`src/rtl/alu_seq.sv`:
```
// Registered N-bit ALU with start/done handshake: single-cycle logic/arithmetic/shift ops
// plus an iterative shift-and-add unsigned multiplier.
module alu_seq #(
    parameter int N = 8
) (
    input  logic         clk,
    input  logic         rst,
    input  logic         start,
    input  logic [N-1:0] a,
    input  logic [N-1:0] b,
    input  logic [3:0]   control,
    output logic         busy,
    output logic         done,
    output logic [N-1:0] out,
    output logic [N-1:0] out_hi,
    output logic         overflow,
    output logic         zero
);

    localparam int S = $clog2(N);
    localparam logic [S-1:0] LAST = S'(N - 1);

    typedef enum logic [3:0] {
        OP_ADD = 4'b0000,
        OP_SUB = 4'b0001,
        OP_AND = 4'b0010,
        OP_OR  = 4'b0011,
        OP_SLT = 4'b0100,
        OP_XOR = 4'b0101,
        OP_NOR = 4'b0110,
        OP_SLL = 4'b0111,
        OP_SRL = 4'b1000,
        OP_SRA = 4'b1001,
        OP_MUL = 4'b1010
    } op_t;

    typedef enum logic {
        IDLE,
        MUL
    } state_t;

    state_t         state, state_n;
    logic [2*N-1:0] mcand, mcand_n;
    logic [2*N-1:0] acc, acc_n, acc_sum;
    logic [N-1:0]   mplier, mplier_n;
    logic [S-1:0]   cnt, cnt_n;
    logic [N-1:0]   out_n, out_hi_n;
    logic           ov_n, zero_n, done_n;

    logic [S-1:0]   sh;
    logic [N:0]     sum, diff;
    logic [2*N-1:0] sll_full;
    logic [N-1:0]   alu_res;
    logic           alu_ov;

    assign sh       = b[S-1:0];
    assign sum      = {1'b0, a} + {1'b0, b};
    assign diff     = {1'b0, a} - {1'b0, b};
    assign sll_full = {{N{1'b0}}, a} << sh;
    assign busy     = (state == MUL);

    always_comb begin
        alu_res = '0;
        alu_ov  = 1'b0;
        case (op_t'(control))
            OP_ADD: begin
                alu_res = sum[N-1:0];
                alu_ov  = sum[N];
            end
            OP_SUB: begin
                alu_res = diff[N-1:0];
                alu_ov  = diff[N];
            end
            OP_AND: alu_res = a & b;
            OP_OR:  alu_res = a | b;
            OP_SLT: alu_res = {{(N-1){1'b0}}, (a < b)};
            OP_XOR: alu_res = a ^ b;
            OP_NOR: alu_res = ~(a | b);
            OP_SLL: begin
                // Bits pushed past the top land in the upper half of the wide shift.
                alu_res = sll_full[N-1:0];
                alu_ov  = |sll_full[2*N-1:N];
            end
            OP_SRL: alu_res = a >> sh;
            OP_SRA: alu_res = $unsigned($signed(a) >>> sh);
            default: begin
                alu_res = '0;
                alu_ov  = 1'b0;
            end
        endcase
    end

    assign acc_sum = acc + (mplier[0] ? mcand : '0);

    always_comb begin
        state_n  = state;
        mcand_n  = mcand;
        mplier_n = mplier;
        acc_n    = acc;
        cnt_n    = cnt;
        out_n    = out;
        out_hi_n = out_hi;
        ov_n     = overflow;
        done_n   = 1'b0;
        case (state)
            IDLE: begin
                if (start) begin
                    if (control == OP_MUL) begin
                        mcand_n  = {{N{1'b0}}, a};
                        mplier_n = b;
                        acc_n    = '0;
                        cnt_n    = '0;
                        state_n  = MUL;
                    end else begin
                        out_n    = alu_res;
                        out_hi_n = '0;
                        ov_n     = alu_ov;
                        done_n   = 1'b1;
                    end
                end
            end
            MUL: begin
                acc_n    = acc_sum;
                mcand_n  = mcand << 1;
                mplier_n = mplier >> 1;
                cnt_n    = cnt + 1'b1;
                // Final iteration: results come straight from this edge's accumulate.
                if (cnt == LAST) begin
                    out_n    = acc_sum[N-1:0];
                    out_hi_n = acc_sum[2*N-1:N];
                    ov_n     = |acc_sum[2*N-1:N];
                    done_n   = 1'b1;
                    cnt_n    = '0;
                    state_n  = IDLE;
                end
            end
            default: state_n = IDLE;
        endcase
        zero_n = (out_n == '0);
    end

    always_ff @(posedge clk) begin
        if (rst) begin
            state    <= IDLE;
            mcand    <= '0;
            mplier   <= '0;
            acc      <= '0;
            cnt      <= '0;
            out      <= '0;
            out_hi   <= '0;
            overflow <= 1'b0;
            zero     <= 1'b1;
            done     <= 1'b0;
        end else begin
            state    <= state_n;
            mcand    <= mcand_n;
            mplier   <= mplier_n;
            acc      <= acc_n;
            cnt      <= cnt_n;
            out      <= out_n;
            out_hi   <= out_hi_n;
            overflow <= ov_n;
            zero     <= zero_n;
            done     <= done_n;
        end
    end

endmodule

```
`config.mk`:
```
export PLATFORM = sky130hd
export DESIGN_NAME = alu_seq
export DESIGN_NICKNAME = d
export VERILOG_FILES = /design/src/rtl/alu_seq.sv
export SDC_FILE = /design/constraint.sdc
export NUM_CORES = 1
export LEC_CHECK = 0
export BUFFER_PORTS_ARGS = -buffer_cell sky130_fd_sc_hd__buf_2
export CELL_PAD_IN_SITES_DETAIL_PLACEMENT = 0
export CELL_PAD_IN_SITES_GLOBAL_PLACEMENT = 1
export CORE_AREA = 2 2 112 114
export DETAILED_ROUTE_END_ITERATION = 10
export DIE_AREA = 0 0 114 116
export GPL_TIMING_DRIVEN = 0
export PLACE_DENSITY = 0.9
export SYNTH_ARGS = -nofsm -noshare
export SYNTH_HDL_FRONTEND = slang
export SYNTH_SLANG_ARGS = --single-unit
```
`constraint.sdc`:
```
create_clock -name clk -period 3.1 [get_ports clk]
set_input_delay 0.31 -clock clk [delete_from_list [all_inputs] [get_ports clk]]
set_output_delay 0.31 -clock clk [all_outputs]
set_load 0.01 [all_outputs]
```
==> results.md, run 1 <==
* Status: completed
* CTS tree: built
* Worst slew pin tran at 0.774 ns
* Largest net degree at the start of global routing at 12
* Leak at 0.00268 µW
* Post-route ant nets at 0
* CTS Buf Count at 9
* Synth warn at 0
* Final Setup Violations at 0
* Final worst-path cycle share at 94.5%
* CP startpoint kind: input pin
* Primary FF master, synth: dfxtp_1
* Placed inst area at 0.00565 mm²
* Gate Count Post-Synth at 687
* Synth area leaders: dfxtp_1, ha_1, a21oi_1
* CP max-delay cell: o32ai_1
* Commonest non-fill, non-tap cell in the layout: nor2_1
* Initial core utilization at 44.3%
* Largest stage delay on the critical path at 0.49 ns
* Antenna cells at 0
* RSZ-0062 raised after global routing: false
* Final std cell area, no fill at 0.00596 mm²
* Clk_skew at 0.00594 ns
* Total wire length at 17,500 µm
* Yosys top cell by area: dfxtp_1
* Final nets at 805
* Critical-path cell list: buf_2 > buf_2 > clkinvlp_4 > ha_1 > o21bai_1 > nor4b_1 > o32ai_1 > o21ai_0 > a2bb2oi_1 > a2bb2oi_1 > o41ai_2
* Worst setup path class: in2reg
* Post-route DRC violation count at 0
* Post-Synthesis Cell Area at 0.00528 mm²
* Hold Path Class: in2reg
* I/O pin total at 43
* Final WS setup at 0.171 ns
* Net count after synthesis at 755
* Clock-pin transition on the worst setup and hold timing paths at 0.05 ns
* Peak Freq at 341 MHz
* Worst Path Arrival at 3.16 ns
* Delay-heaviest family, CP: compound AO/OA/AOI/OAI gates
* Layout cells sized above 1 at 13.0%
* MaxCap Viol Count at 0
* CP max FO at 10
* Die Span X at 114 µm
* Avg Inst Size Synth at 7.68 µm²
* Most frequent cells in the layout: nor2_1, a21oi_1, dfxtp_1, buf_2, ha_1
* CP bufs+invs at 3
* Clk root buf: clkbuf_16
* Fin util at 50.1%
* PD cells at 370 mW/mm²
* HPWL after DPL at 13,400 µm
* # fillers at 1,196
* First DRT Iteration DRCs at 562
* Area delta synth->final at 13.1%
* Row count at 40
* Total negative slack at 0 ns
* CTS H-tree depth at 3
* Setup WS pre-CTS at -0.243 ns
* Area of the die at 0.0132 mm²
* Worst skew pair latency at 0.32 ns
* Global-route wire length before repair at 27,300 µm
* Sequential-to-total area share from yosys stat at 23.9%
* Vias post-DR at 5,503
* Drt first pass iters at 5
* CTS hold repair buffers at 0
* WL/cell at 19.8 µm
* CP required at 3.33 ns
* Crit path time final at 2.93 ns
* Vias in the first global route at 5,176
* Worst vdd ir at 199 µV
* Top cell type's share of synthesized area at 23.9%
* Final Max Tran Viols at 0
* Crit end category: register
* CTS max path bufs at 2
* Final hold viol count at 0
* GR Overflow Total at 0
* Final Total Pwr at 2210 µW
* GRT Resource Usage Total at 26.5%
* Worst rel slew slack at 48.0%
* PortBufs at 39
* Library cells used by synthesis at 78
* Total clock sinks at 63
* Number of synthesized flops with an enable pin at 0
* Area of the core at 0.0119 mm²
* Antenna violations before repair at 0
* Yosys reg bits at 63
* Vias per cell at 6.21
* Async S/R FF share, synth at 0%
* Die height at 116 µm
* Final Wtd Congestion at 1.07
[metal layers]
metal  global-route usage [%]  part of all wire, %
met2                     40.8                   44
met4                     9.84                  3.3
met1                     36.1                   46
met5                        0                    0
met3                     6.54                  7.2
[layout make-up]
type / count / area, µm² / area share (%)
buffer: 50 / 214 / 3.59
tap: 147 / 184 / 3.08
timing repair buffer: 39 / 195 / 3.27
multi-input combinational: 547 / 3740 / 62.6
clock inverter: 2 / 35.0 / 0.587
inverter: 27 / 105 / 1.76
clock buffer: 11 / 233 / 3.90
sequential: 63 / 1260 / 21.2
[registers in the layout, indices dropped and copies added, names as in the netlist]
signal    count
busy          1
overflow      1
mplier        8
zero          1
out           8
acc          16
done          1
mcand        16
out_hi        8
cnt           3
[power by group]
part | internal, µW | total (µW) | switching (µW)
Sequential | 824 | 832 | 7.99
Combinational | 159 | 439 | 280
Clock | 607 | 939 | 332
Total | 1590 | 2210 | 620
[timing repair]
item	in CTS	in global routing
hold endpoints to repair	0	0
setup endpoints to repair	1	9
gates cloned	0	0
resized for setup	1	9
setup buffers	0	0
[Yosys cell counts, types with 4 or more instances]
cell	instances
o211ai_1	10
nand2b_1	4
nand4_1	4
a211oi_1	8
a22o_1	5
o21ai_0	13
dfxtp_1	63
a21oi_1	87
inv_1	24
mux2i_1	9
clkbuf_1	29
nor4_1	4
a31oi_1	5
and3_1	28
a22oi_1	14
ha_1	42
and2_1	22
xor2_1	7
buf_2	14
xnor2_1	13
a221oi_1	4
mux4_2	4
nor2b_1	11
nand3_1	8
a21o_1	12
nand2_1	31
mux2_2	4
nor3_1	18
nor2_1	101
o221ai_1	4
buf_1	6
[logic make-up (layout without fill, tap and decap cells)]
| group | count (synthesis) | after routing | synth area share [%] |
|---|---|---|---|
| AOI/OAI and AO/OA | 211 | 211 | 26.9 |
| buffers and inverters | 77 | 129 | 5.95 |
| xor gates and xnor gates | 21 | 21 | 3.63 |
| muxes | 18 | 18 | 4.77 |
| DFF | 63 | 63 | 23.9 |
| adders and majority gates | 45 | 45 | 11.1 |
| and+or+nand+nor | 252 | 252 | 23.8 |
[worst paths after layout]
check	from	to	slack, ns	cells past startpoint
max	b[1]	zero$_SDFF_PP1_	0.17	11
min	rst	overflow$_SDFFE_PP0P_	0.41	2
max reg2reg	mplier[0]$_SDFFE_PP0P_	overflow$_SDFFE_PP0P_	0.20	9
min reg2reg	out_hi[5]$_SDFFE_PP0P_	out_hi[5]$_SDFFE_PP0P_	0.45	2
[through the flow]
stage	std cells	hold WS (ns)
global route	886	0.428
floorplan	687	0.436
detailed placement	873	0.447
CTS	886	0.412
global placement	873	0.447
finish	886	0.412
[worst register-to-register path: cells and delay by family, from the launching register on]
kind            cells  cell delay (ns)
xor+xnor            1             0.20
flops               1             0.40
compound gates      5             1.33
fa+ha+maj           1             0.26
simple gates        2             0.58
No activity file was read; power rests on OpenSTA's default activity.
==> inputs of run 2 (changes only) <==
REMOVE_ABC_BUFFERS = 1   (was not set)
==> run 2 against run 1 <==
Critical path depth shrank 2. Hold slack gained 0.050 ns. Design area shrank 0.82%. Clock-buffer cell count shrank 2. Total power grew 8.5%. Utilization shrank 0.41 points. Sequential power is essentially flat. First-iteration DRC count shrank 11%. Register-to-register slack lost 0.03 ns. Wire length shrank 14%. Clock skew shrank 0.0022 ns. Critical path type is now reg2reg. Largest cell class unchanged. Largest power group unchanged.
==> results.md, run 2 (synthesized netlist as in run 1, its figures left out) <==
* Status: completed
* Die Span X at 114 µm (unchanged)
* Total wire length at 15,000 µm (-14%)
* Post-route DRC violation count at 0 (unchanged)
* Worst hold slack at 0.462 ns (+0.0500 ns)
* Final Max Tran Viols at 0 (unchanged)
* Leak at 0.00266 µW (-0.95%)
* CP startpoint kind: register
* MaxCap Viol Count at 0 (unchanged)
* Layout cells sized above 1 at 13.6% (+0.58 points)
* GRT Resource Usage Total at 22.7% (-3.9 points)
* Placed inst area at 0.00548 mm² (-3.1%)
* Worst skew pair latency at 0.33 ns (about the same)
* Seq pwr share at 34.7% (-3.0 points)
* Worst slew pin tran at 1.13 ns (+0.355 ns)
* Worst Path Arrival at 3.10 ns (-0.06 ns)
* Most frequent cells in the layout: nor2_1, a21oi_1, dfxtp_1, ha_1, buf_2
* Global-route wire length before repair at 24,300 µm (-11%)
* Clk root buf: clkbuf_16
* PortBufs at 42 (+7.7%)
* Clock-pin transition on the worst setup and hold timing paths at 0.06 ns (about the same)
* WL/cell at 17.7 µm (-10%)
* Clk_skew at 0.00377 ns (-0.00217 ns)
* Internal at 1760 µW (+11%)
* CP max FO at 17 (+7)
* CP required at 3.27 ns (-0.06 ns)
* Hold Path Class: reg2reg
* Area of the core at 0.0119 mm² (unchanged)
* Area of the die at 0.0132 mm² (unchanged)
* Worst vdd ir at 266 µV (+33%)
* HPWL after DPL at 10,500 µm (-21%)
* CTS H-tree depth at 3 (unchanged)
* Post-route ant nets at 0 (unchanged)
* Area delta synth->final at 12.1%
* Drt first pass iters at 7 (+2)
* Sw frac at 26.5% (-1.6 points)
* Logic pwr share at 16.9% (-3.0 points)
* Final Setup Violations at 0 (unchanged)
* First DRT Iteration DRCs at 498 (-11%)
* CP max-delay cell: a2111o_1
* Switching Power at 635 µW (+2.5%)
* Setup WS pre-CTS at -0.361 ns (-0.119 ns)
* CTS Buf Count at 9 (unchanged)
* Die height at 116 µm (unchanged)
* Clock share of power at 48.3% (+5.8 points)
* Total negative slack at 0 ns (unchanged)
* PD cells at 405 mW/mm² (+9.4%)
* CTS hold repair buffers at 0 (unchanged)
* Antenna cells at 0 (unchanged)
* Vias post-DR at 5,181 (-5.9%)
* Initial core utilization at 44.3% (unchanged)
* Worst rel slew slack at 24.8% (-23 points)
* Antenna violations before repair at 0 (unchanged)
* Peak Freq at 342 MHz (+0.10%)
* Final Wtd Congestion at 0.893 (-17%)
* CTS tree: built
* Vias per cell at 6.12 (-1.5%)
* Final nets at 763 (-5.2%)
* Row count at 40 (unchanged)
* Crit end category: register
* CTS max path bufs at 2 (unchanged)
* I/O pin total at 43 (unchanged)
* Largest net degree at the start of global routing at 62 (+50)
* Worst setup path class: reg2reg
* Final WS setup at 0.174 ns (+0.00298 ns)
* Largest stage delay on the critical path at 0.51 ns (+0.02 ns)
* GR Overflow Total at 0 (unchanged)
* Critical-path cell list: and2_1 > ha_1 > a211o_1 > a2111o_1 > a31oi_4 > a31oi_1 > xnor2_2 > nor4_4 > o41ai_2
* Commonest non-fill, non-tap cell in the layout: nor2_1
* Crit path time final at 2.93 ns (-0.00298 ns)
* Final hold viol count at 0 (unchanged)
* Total clock sinks at 63 (unchanged)
* Vias in the first global route at 4,668 (-9.8%)
* RSZ-0062 raised after global routing: false
* Largest registers: acc (16), mcand (16)
* Final std cell area, no fill at 0.00592 mm² (-0.82%)
* Final worst-path cycle share at 94.4% (-0.096 points)
-- run 2: changes by cell type in the layout (fill, tap and decap cells not counted), moves of 2 or more --
cell | before | now
clkbuf_1 | 30 | 0
buf_2 | 53 | 41
buf_1 | 6 | 0
buf_4 | 0 | 4
clkinv_4 | 0 | 3
bufinv_16 | 1 | 3
dfxtp_4 | 0 | 2
nor4_2 | 2 | 0
-- run 2: repair_timing --
action                     4_1_cts  5_1_grt
setup endpoints to repair        3        5
buffers inserted                 0        4
gates resized for setup          4        9
-- run 2: worst paths after layout --
check,slack (ns),depth (start not counted),endpoint,from
max,0.17,9,overflow$_SDFFE_PP0P_,mplier[0]$_SDFFE_PP0P_
min,0.46,2,mcand[15]$_SDFFE_PP0P_,mcand[14]$_SDFFE_PP0P_
max reg2reg,0.17,9,overflow$_SDFFE_PP0P_,mplier[0]$_SDFFE_PP0P_
min reg2reg,0.46,2,mcand[15]$_SDFFE_PP0P_,mcand[14]$_SDFFE_PP0P_
-- run 2: per-layer routing --
layer	global-route usage (%)	vias up	part of all wire, %
met5	0	-	0
met4	7.72	0	2.8
met3	4.29	34	7.4
met2	34.6	204	45
met1	32.1	2433	45
li1	-	2510	-
-- run 2: critical path: cells and delay by family (launching register included) --
kind                     cells  cell delay (ns)
flip-flops                   1             0.40
adder cells (fa/ha/maj)      1             0.30
AO/OA/AOI/OAI                5             1.29
XOR/XNOR                     1             0.22
AND/OR/NAND/NOR              2             0.54
-- run 2: area by class of cell --
cell class                      count  area [µm²]
Fill cell                        1151        6000
Multi-Input combinational cell    547        3750
Sequential cell                    63        1270
Timing Repair Buffer               47         263
Clock buffer                        9         225
Tap cell                          147         184
Clock inverter                      7         121
Inverter                           27         105
-- run 2: power by group through the flow --
stage               Clock (µW)  Combinational, µW  Sequential [µW]
floorplan                    0                234              855
global placement             0                380              853
detailed placement           0                389              851
CTS                       1170                392              834
global route              1210                441              834
finish                    1160                406              833
-- run 2: stage by stage --
step	cells	total power [µW]	util [%]
finish	847	2400	49.7
global route	847	2490	49.7
CTS	843	2400	49.0
detailed placement	827	1240	46.0
global placement	826	1230	45.8
floorplan	637	1090	-
==> inputs of run 3 (changes only) <==
ABC_AREA = 1   (was not set)
CORE_AREA = 2 2 117 119   (was 2 2 112 114)
CTS_CLUSTER_DIAMETER = 50   (was not set)
DIE_AREA = 0 0 119 121   (was 0 0 114 116)
==> run 3 against run 2 <==
First-iteration DRC count decreased by 23%. Final cell count increased by 34%. Design area increased by 1.5%. Synthesized cell count increased by 35%. Sequential share of layout area decreased by 0.41 points. Critical path depth increased by 5. Non-clock buffer count decreased by 5. Clock-buffer cell count increased by 2. Wire length increased by 7.0%. Utilization decreased by 3.8 points. Sequential power increased by 0.7%. Largest cell class unchanged. Largest power group unchanged.
==> results.md, run 3 <==
* Final Max Tran Viols at 0 (unchanged)
* Peak Freq at 375 MHz (+9.6%)
* Final Setup Violations at 0 (unchanged)
* Worst slew pin tran at 1.08 ns (-0.0487 ns)
* HPWL after DPL at 12,000 µm (+14%)
* PD cells at 393 mW/mm² (-3.1%)
* Hold Path Class: in2reg
* GR Overflow Total at 0 (unchanged)
* Synth area leaders: nand2_1, dfxtp_1, ha_1
* I/O pin total at 43 (unchanged)
* Worst Path Arrival at 2.90 ns (-0.20 ns)
* Final Wtd Congestion at 0.977 (+9.5%)
* CTS max path bufs at 2 (unchanged)
* CP required at 3.33 ns (+0.06 ns)
* CP max FO at 17 (unchanged)
* Reg area at 0.00126 mm² (-0.49%)
* Post-CTS setup buffer count at 0 (unchanged)
* Top cell type's share of synthesized area at 25.7% (+1.8 points)
* Antenna violations before repair at 0 (unchanged)
* Yosys reg bits at 63 (unchanged)
* Area of the multi-input gates at 0.00357 mm² (-4.8%)
* Layout cells sized above 1 at 8.26% (-5.3 points)
* Die height at 121 µm (+4.3%)
* Post-route DRC violation count at 0 (unchanged)
* Clk root buf: clkbuf_16
* Final nets at 1,019 (+34%)
* MaxCap Viol Count at 0 (unchanged)
* Critical-path cell list: nand2_1 > inv_1 > ha_1 > a21oi_1 > a21boi_0 > nand3_1 > nand2_1 > nand2_1 > nor2_1 > nand3_1 > nand2_1 > nand3_1 > nand2_1 > inv_1
* Worst Hold End: mplier[7]$_SDFFE_PP0P_
* First DRT Iteration DRCs at 381 (-23%)
* Total wire length at 16,100 µm (+7.0%)
* Most frequent cells in the layout: nand2_1, inv_1, nand3_1, nor2_1, a21oi_1
* Worst vdd ir at 300 µV (+13%)
* Worst rel slew slack at 28.0% (+3.2 points)
* Row count at 42 (+5.0%)
* Library cells used by synthesis at 34 (-56%)
* Path depth of the worst reg2reg path at 14 (+5)
* Count leader, synth: nand2_1
* Avg Inst Size Synth at 5.80 µm² (-24%)
* Sequential-to-total area share from yosys stat at 23.4% (-0.48 points)
* Number of synthesized flops with an enable pin at 0 (unchanged)
* Reg2reg setup slack at 0.43 ns (+0.26 ns)
* Largest net degree at the start of global routing at 58 (-6.5%)
* GRT Resource Usage Total at 22.5% (-0.13 points)
* Largest registers: acc (16), mcand (16)
* Global-route wire length before repair at 25,900 µm (+6.7%)
* CP bufs+invs at 2 (+2)
* CTS tree: built
* Commonest non-fill, non-tap cell in the layout: nand2_1
* Area of the core at 0.0131 mm² (+9.9%)
* Primary FF master, synth: dfxtp_1
* Final hold viol count at 0 (unchanged)
* Setup WS pre-CTS at 0.0806 ns (+0.442 ns)
* Worst setup path class: reg2reg
* Worst hold slack at 0.273 ns (-0.189 ns)
* Post-route ant nets at 0 (unchanged)
* RSZ-0062 raised after global routing: false
* CP max-delay cell: dfxtp_1
* Total clock sinks at 63 (unchanged)
* Initial core utilization at 41.1% (-3.1 points)
* Clk_skew at 0.00681 ns (+0.00304 ns)
* Delay-heaviest family, CP: simple AND/OR/NAND/NOR gates
* Final WS setup at 0.430 ns (+0.255 ns)
* Vias in the first global route at 5,327 (+14%)
* Vias per cell at 5.10 (-17%)
* Synth warn at 0 (unchanged)
* Crit Reg-Reg Endpoint: overflow$_SDFFE_PP0P_
* Leak at 0.00312 µW (+18%)
* Status: completed
* Crit path time final at 2.67 ns (-0.255 ns)
* Worst skew pair latency at 0.33 ns (about the same)
* Final worst-path cycle share at 86.1% (-8.2 points)
* Area delta synth->final at 11.5%
* Die Span X at 119 µm (+4.4%)
* Hold Crit Depth at 3 (+1)
* Async S/R FF share, synth at 0% (unchanged)
* Vias post-DR at 5,776 (+11%)
* Area of the die at 0.0144 mm² (+8.9%)
* Largest stage delay on the critical path at 0.71 ns (+0.20 ns)
* Total negative slack at 0 ns (unchanged)
* PortBufs at 42 (unchanged)
* R2R Path Start: mplier[0]$_SDFFE_PP0P_
* Clock-pin transition on the worst setup and hold timing paths at 0.05 ns (about the same)
* Critical Path Most Common Cell: nand2_1
* Fin util at 45.9% (-3.8 points)
* Post-synth top cells: nand2_1, inv_1, nand3_1
* # fillers at 1,415 (+23%)
* CP startpoint kind: register
* CTS H-tree depth at 3 (unchanged)
* Post-Synthesis Cell Area at 0.00538 mm² (+2.1%)
* WL/cell at 14.2 µm (-20%)
* Antenna cells at 0 (unchanged)
* Yosys top cell by area: nand2_1
* Crit end category: register
* Drt first pass iters at 5 (-2)
* CTS Buf Count at 9 (unchanged)
* Gate Count Post-Synth at 928 (+35%)
* Hold path start: b[7]
run 3: cell count changes in the layout (fill, tap and decap cells not counted), moves of 13 or more:
| cell | change |
|---|---|
| a21oi_1 | -19 |
| a22oi_1 | -13 |
| and2_1 | -20 |
| and3_1 | -28 |
| inv_1 | +78 |
| nand2_1 | +338 |
| nand3_1 | +84 |
| nor2_1 | -30 |
| nor3_1 | -13 |
| xnor2_1 | -13 |
run 3: kinds of logic after synthesis:
kind of cell / count (synthesis) / share of synthesized area [%]
adder cells (fa/ha/maj): 45 / 10.9
AND/OR/NAND/NOR: 563 / 42.8
AO/OA/AOI/OAI: 113 / 11.6
XOR/XNOR: 6 / 0.976
flip-flops: 63 / 23.4
buffers and inverters: 138 / 10.3
run 3: worst max path at each step:
| stage | start | to | slack [ns] | depth (start not counted) |
|---|---|---|---|---|
| finish | mplier[0]$_SDFFE_PP0P_ | overflow$_SDFFE_PP0P_ | 0.43 | 14 |
| floorplan | busy$_SDFF_PP0_ | acc[13]$_SDFFE_PP0P_ | 0.55 | 5 |
| CTS | busy$_SDFF_PP0_ | acc[13]$_SDFFE_PP0P_ | 0.08 | 5 |
| detailed placement | busy$_SDFF_PP0_ | acc[13]$_SDFFE_PP0P_ | 0.08 | 5 |
| global route | mplier[0]$_SDFFE_PP0P_ | overflow$_SDFFE_PP0P_ | 0.15 | 18 |
| global placement | busy$_SDFF_PP0_ | acc[13]$_SDFFE_PP0P_ | -0.57 | 5 |
run 3: layout make-up:
cell class                 instances  share of cell area (%)
multi-input combinational        727                    59.4
sequential                        63                    21.0
inverter                         108                    6.82
clock buffer                      11                    4.21
tap                              176                    3.67
timing repair buffer              42                    3.50
clock inverter                     5                    1.33
run 3: timing repair:
action                                  4_1_cts  5_1_grt
resized for setup                             0        1
hold buffers                                  0        0
endpoints found under the setup margin        0       43
run 3: worst min-delay path: cells and delay by family:
kind | cells | cell delay (ns)
AOI/OAI and AO/OA | 1 | 0.06
buffers and inverters | 1 | 0.12
and+or+nand+nor | 1 | 0.07
run 3: through the flow:
step,power [µW],instances,instance area (µm²)
finish,2360,1132,6000
global route,2460,1132,6000
CTS,2370,1132,6000
detailed placement,1250,1116,5670
global placement,1250,1116,5660
floorplan,1100,898,5230
run 3: per-layer routing:
metal  vias to the layer above  global-route usage [%]  share of wire (%)
met4                         0                    6.25                1.9
met2                       176                    37.9                 45
met3                        28                    3.48                5.7
met1                      2563                    29.9                 47
li1                       3009                       -                  -
met5                         -                       0                  0
run 3: power breakdown:
part	switching (µW)	internal, µW
logic	281	120
registers	12.1	827
clock network	371	745
